--- src/rtl/uart_tx_arbiter_if.sv ---
// Signal bundle between two requesters, the arbiter and the UART transmitter.
// Latency: none (wires only).
// Backpressure: none; requesters hold req until they see their gnt pulse.
interface uart_tx_arbiter_if;
  logic        req0;
  logic        req1;
  logic [6:0]  data0;
  logic [6:0]  data1;
  logic        gnt0;
  logic        gnt1;
  logic        tx_start;
  logic [6:0]  datain_tx;
  logic        busy;
  logic        owner;
  logic [15:0] frames_sent;

  // Requester / transmitter side.
  modport master (
    output req0, req1, data0, data1,
    input  gnt0, gnt1, tx_start, datain_tx, busy, owner, frames_sent
  );

  // Arbiter side.
  modport slave (
    input  req0, req1, data0, data1,
    output gnt0, gnt1, tx_start, datain_tx, busy, owner, frames_sent
  );
endinterface

--- src/rtl/uart_tx_arbiter.sv ---
// Round-robin arbiter granting one of two requesters a full UART frame slot,
// latency: grant, tx_start and payload are registered on the edge the request is sampled.
// Backpressure: requests are ignored in SEND/GAP; a request still high on return to IDLE is re-arbitrated.
// Optional macro UART_ARB_FRAME_CNT_EN builds a saturating completed-frame counter.
module uart_tx_arbiter #(
  parameter int CLKS_PER_BIT = 521,
  parameter int FRAME_BITS   = 10
) (
  input  logic                clk,
  input  logic                rst,
  uart_tx_arbiter_if.slave    bus
);

  typedef enum logic [1:0] {
    IDLE = 2'd0,
    SEND = 2'd1,
    GAP  = 2'd2
  } state_t;

  // Terminal counts for the frame and the stop-bit guard interval.
  localparam logic [15:0] SEND_LAST = 16'(CLKS_PER_BIT * FRAME_BITS - 1);
  localparam logic [15:0] GAP_LAST  = 16'(CLKS_PER_BIT - 1);

  state_t      state_q, state_d;
  logic [15:0] cnt_q, cnt_d;
  logic        tx_q, tx_d;
  logic        gnt0_q, gnt0_d;
  logic        gnt1_q, gnt1_d;
  logic [6:0]  dat_q, dat_d;
  logic        owner_q, owner_d;
  logic        prio_q, prio_d;   // requester favoured when both request
  logic        win;

  // Pick the winner: a lone request wins, a tie goes to the favoured requester.
  always_comb begin
    win = bus.req1 && (!bus.req0 || prio_q);
  end

  // Next-state and next-output logic; every target holds unless changed below.
  always_comb begin
    state_d = state_q;
    cnt_d   = cnt_q;
    tx_d    = tx_q;
    gnt0_d  = 1'b0;
    gnt1_d  = 1'b0;
    dat_d   = dat_q;
    owner_d = owner_q;
    prio_d  = prio_q;
    case (state_q)
      IDLE: begin
        tx_d = 1'b0;
        if (bus.req0 || bus.req1) begin
          state_d = SEND;
          tx_d    = 1'b1;
          gnt0_d  = !win;
          gnt1_d  = win;
          dat_d   = win ? bus.data1 : bus.data0;
          owner_d = win;
          prio_d  = !win;
          cnt_d   = '0;
        end
      end
      SEND: begin
        if (cnt_q == SEND_LAST) begin
          state_d = GAP;
          tx_d    = 1'b0;
          cnt_d   = '0;
        end else begin
          cnt_d = cnt_q + 16'd1;
        end
      end
      GAP: begin
        if (cnt_q == GAP_LAST) begin
          state_d = IDLE;
          cnt_d   = '0;
        end else begin
          cnt_d = cnt_q + 16'd1;
        end
      end
      default: begin
        state_d = IDLE;
        tx_d    = 1'b0;
        cnt_d   = '0;
      end
    endcase
  end

  // State and registered outputs; reset aborts any frame in flight.
  always_ff @(posedge clk) begin
    if (rst) begin
      state_q <= IDLE;
      cnt_q   <= '0;
      tx_q    <= 1'b0;
      gnt0_q  <= 1'b0;
      gnt1_q  <= 1'b0;
      dat_q   <= '0;
      owner_q <= 1'b0;
      prio_q  <= 1'b0;
    end else begin
      state_q <= state_d;
      cnt_q   <= cnt_d;
      tx_q    <= tx_d;
      gnt0_q  <= gnt0_d;
      gnt1_q  <= gnt1_d;
      dat_q   <= dat_d;
      owner_q <= owner_d;
      prio_q  <= prio_d;
    end
  end

  assign bus.gnt0      = gnt0_q;
  assign bus.gnt1      = gnt1_q;
  assign bus.tx_start  = tx_q;
  assign bus.datain_tx = dat_q;
  assign bus.owner     = owner_q;
  assign bus.busy      = (state_q != IDLE);

`ifdef UART_ARB_FRAME_CNT_EN
  logic [15:0] frames_q;
  logic        frame_done;

  assign frame_done = (state_q == SEND) && (cnt_q == SEND_LAST);

  // Count frames that reach the SEND->GAP transition, saturating at all-ones.
  always_ff @(posedge clk) begin
    if (rst) begin
      frames_q <= '0;
    end else if (frame_done && (frames_q != 16'hFFFF)) begin
      frames_q <= frames_q + 16'd1;
    end
  end

  assign bus.frames_sent = frames_q;
`else
  assign bus.frames_sent = '0;
`endif

endmodule

--- src/flat_wrapper.sv ---
// flat-port wrapper written by rule: the top's interface ports become plain ports
module uart_tx_arbiter_flat 
#(
  parameter int CLKS_PER_BIT = 521,
  parameter int FRAME_BITS   = 10
)
  (clk, rst, bus_req0, bus_req1, bus_data0, bus_data1, bus_gnt0, bus_gnt1, bus_tx_start, bus_datain_tx, bus_busy, bus_owner, bus_frames_sent);
  uart_tx_arbiter_if bus_i ();
  input  logic clk;
  input  logic rst;
  input wire logic [$bits(bus_i.req0)-1:0] bus_req0;
  input wire logic [$bits(bus_i.req1)-1:0] bus_req1;
  input wire logic [$bits(bus_i.data0)-1:0] bus_data0;
  input wire logic [$bits(bus_i.data1)-1:0] bus_data1;
  output wire logic [$bits(bus_i.gnt0)-1:0] bus_gnt0;
  output wire logic [$bits(bus_i.gnt1)-1:0] bus_gnt1;
  output wire logic [$bits(bus_i.tx_start)-1:0] bus_tx_start;
  output wire logic [$bits(bus_i.datain_tx)-1:0] bus_datain_tx;
  output wire logic [$bits(bus_i.busy)-1:0] bus_busy;
  output wire logic [$bits(bus_i.owner)-1:0] bus_owner;
  output wire logic [$bits(bus_i.frames_sent)-1:0] bus_frames_sent;
  assign bus_i.req0 = bus_req0;
  assign bus_i.req1 = bus_req1;
  assign bus_i.data0 = bus_data0;
  assign bus_i.data1 = bus_data1;
  assign bus_gnt0 = bus_i.gnt0;
  assign bus_gnt1 = bus_i.gnt1;
  assign bus_tx_start = bus_i.tx_start;
  assign bus_datain_tx = bus_i.datain_tx;
  assign bus_busy = bus_i.busy;
  assign bus_owner = bus_i.owner;
  assign bus_frames_sent = bus_i.frames_sent;
  uart_tx_arbiter #(.CLKS_PER_BIT(CLKS_PER_BIT), .FRAME_BITS(FRAME_BITS)) u_core (.clk(clk), .rst(rst), .bus(bus_i));
endmodule
--- config.mk ---
export PLATFORM = sky130hd
export DESIGN_NAME = uart_tx_arbiter_flat
export DESIGN_NICKNAME = d
export VERILOG_FILES = /design/src/rtl/uart_tx_arbiter_if.sv /design/src/rtl/uart_tx_arbiter.sv /design/src/flat_wrapper.sv
export SDC_FILE = /design/constraint.sdc
export NUM_CORES = 1
export LEC_CHECK = 0
export CORE_AREA = 2 2 91 49
export DETAILED_ROUTE_END_ITERATION = 8
export DIE_AREA = 0 0 93 51
export PLACE_DENSITY = 0.73
export REMOVE_ABC_BUFFERS = 1
export SLEW_MARGIN = 20
export SYNTH_ARGS = -nofsm -noshare
export SYNTH_HDL_FRONTEND = slang
export SYNTH_SLANG_ARGS = --single-unit
export TNS_END_PERCENT = 100
--- constraint.sdc ---
create_clock -name clk -period 2 [get_ports clk]
set_input_delay 0.3 -clock clk [delete_from_list [all_inputs] [get_ports clk]]
set_output_delay 0.3 -clock clk [all_outputs]
set_load 0.05 [all_outputs]
==> qor.yml <==
num_vias: 1436
clk_pin_slew_ns: 0.06
htreeDepth: 2
crit_required_ns: 2.18
syn_inst: 190
post_drt_via_cell_ratio: 4.95
slew_violations: 0
routed_wl_mm: 3.72
core_sq_um: 4080
yosys-top-cells-area: "dfxtp_1 37%, buf_4 7.5%, nor2_1 7.5%, ha_1 4.7%, xor2_1 4.4%"
track_usage_pct: 17.2
nNetsFinal: 256
drc_errors: 0
grt_overflow: 0
cts_buffer_depth: 2
power_leakage_nw: 0.822
tightest_slew_ns: 0.647
critPathArrivalTime_ns: 2.05
relSlewSlack_pct: 56.8
port-buffer-count: 29
crit_fanout: 3
dp_hpwl_mm: 2.97
io_pins: 46
max_cap_viol_count: 0
synth_edf_count: 0
rsz0062_at_grt: "no"
antennaDiodeCount: 0
finClkSkew_ns: 0.00440
synth_cell_types: 46
yosysSeqAreaShare_pct: 37.4
grt_pass1_vias: 1316
cp-start-kind: "flip-flop"
post_drt_wl_per_cell_um: 12.8
met1Wirelength_mm: 2.05
grt_pass1_wl_mm: 6.31
synthToLayoutAreaGrowth_pct: 29.7
nFillCells: 386
most-common-layout-cells: "32 x nor2_1, 29 x dfxtp_1, 28 x clkdlybuf4s50_1, 16 x conb_1, 15 x buf_4"
setup_ws_ns: 0.126
fp.dieH_um: 51
setup-tns-final_ns: 0
status: "finished, final reports clean"
drt_iter0_drc: 129
peakVddDrop_mv: 0.547
syn_area_per_cell_sq_um: 8.45
route.met2.wl_mm: 1.41
layout-drive-gt1-share_pct: 14.6
cts_sinks: 30
fin_cells: 290
fp.dieArea_sq_um: 4740
start_util_pct: 39.3
cts_tree: "done"
dr_wl_met3_um: 236
grt_max_degree: 13
final_common_cell: "nor2_1"
first_pass_iters: 4
total_power_w: 0.00226
netlist.area_leader.share_pct: 37.4
antenna_found_initial: 0
syn_area_sq_um: 1610
cts-root-buf: "clkbuf_8"
synth_top_cell_by_area: "dfxtp_1"
fmax_mhz: 534
end_kind: "flip-flop"
ys_async_sr_fraction_pct: 0
ant_nets: 0
die_w_um: 93
min_path_type: "reg2reg"
ys.flop_type: "dfxtp_1"
clk_latency_ns: 0.28
row_count: 17
dp.cells: 282
pre_cts_slack_ns: 0.0542
setup_viol: 0
ys_warn_count: 0
numCtsBuffers: 5
gp_congestion: 0.814
hold_viol_final: 0
hold_slack_ns: 0.468
fin_crit_ns: 1.87
synth-seq-cells: 30
finalCritPeriodShare_pct: 93.7
cellPowerDensity_nw_per_um2: 1080
top_layer: "met4"
crit_type: "reg2reg"
## through the flow
| step | area, sq um | utilization (%) |
|---|---|---|
| 2_1_floorplan | 1510 | - |
| 3_3_place_gp | 1980 | 48.4 |
| 3_5_place_dp | 1980 | 48.4 |
| 4_1_cts | 2070 | 50.6 |
| 5_1_grt | 2080 | 51.0 |
| 6_report | 2080 | 51.0 |
## final timing paths
kind,slack (ns),cells past startpoint,start,endpoint
worst min register to register,0.47,2,u_core.bus.owner,u_core.bus.owner
worst min-delay path,0.47,2,u_core.bus.owner,u_core.bus.owner
worst max-delay path,0.13,7,u_core.cnt_q[1],u_core.cnt_q[0]
worst max register to register,0.13,7,u_core.cnt_q[1],u_core.cnt_q[0]
## where the power goes
part	internal [W]	leakage, nW	switching [W]	total, W
Combinational	0.000373	0.529	0.000657	0.00103
Sequential	0.000680	0.245	0.0000510	0.000731
Clock	0.000277	0.0482	0.000220	0.000497
Total	0.00133	0.822	0.000928	0.00226
## synth_stat cells, types with 3 or more instances
master / number
a21oi_1: 12
a32oi_1: 7
and3_1: 3
buf_2: 3
buf_4: 16
clkbuf_1: 3
dfxtp_1: 30
ha_1: 6
inv_1: 7
nand2_1: 7
nand3_1: 5
nand4_1: 3
nor2_1: 32
o21ai_0: 4
or3_1: 3
xnor2_1: 3
xor2_1: 8
## critical path, stage by stage (launching register included)
cell,delay (ns)
dfxtp_1,0.36
inv_1,0.09
ha_1,0.20
and4bb_2,0.22
a41oi_1,0.25
o21ai_1,0.15
or4_1,0.41
o31ai_1,0.08
## cell families (layout without fill, tap and decap cells)
logic type,after synthesis,after routing,share of synthesized area [%]
buffers and inverters,31,59,11.2
AND/OR/NAND/NOR,73,73,24.0
flip-flops,30,30,37.4
adder cells (fa/ha/maj),6,6,4.68
XOR/XNOR,11,11,6.00
multiplexers,1,1,0.624
other,1,16,0.234
AO/OA/AOI/OAI,37,37,15.8
## layer usage
layer | GRT usage, % | vias to the layer above
li1 | - | 722
met1 | 26.6 | 662
met2 | 22.5 | 50
met3 | 5.46 | 2
met4 | 3.92 | 0
met5 | 0 | -
## layout make-up
cell class,instances,area (sq um),area share (%)
inverters,8,30.0,1.44
clock inverters,1,5.00,0.240
repair buffers,43,393,18.9
well taps,57,71.3,3.43
multi-input cells,144,895,43.0
flip-flops and latches,30,602,28.9
clock buffers,7,86.3,4.15
## flip-flops by register name, indices dropped and copies added (netlist names)
register,flops
u_core.bus.tx_start,1
u_core.prio_q,1
u_core.state_q,2
u_core.bus.datain_tx,7
u_core.bus.gnt0,1
u_core.bus.owner,1
u_core.bus.gnt1,1
u_core.cnt_q,16
## timing repair
action                                  4_1_cts  5_1_grt
resized for setup                             0        5
buffers inserted                              0        0
endpoints found under the setup margin        0       15
hold buffers                                  0        0
(Power assumes the default switching activity.)
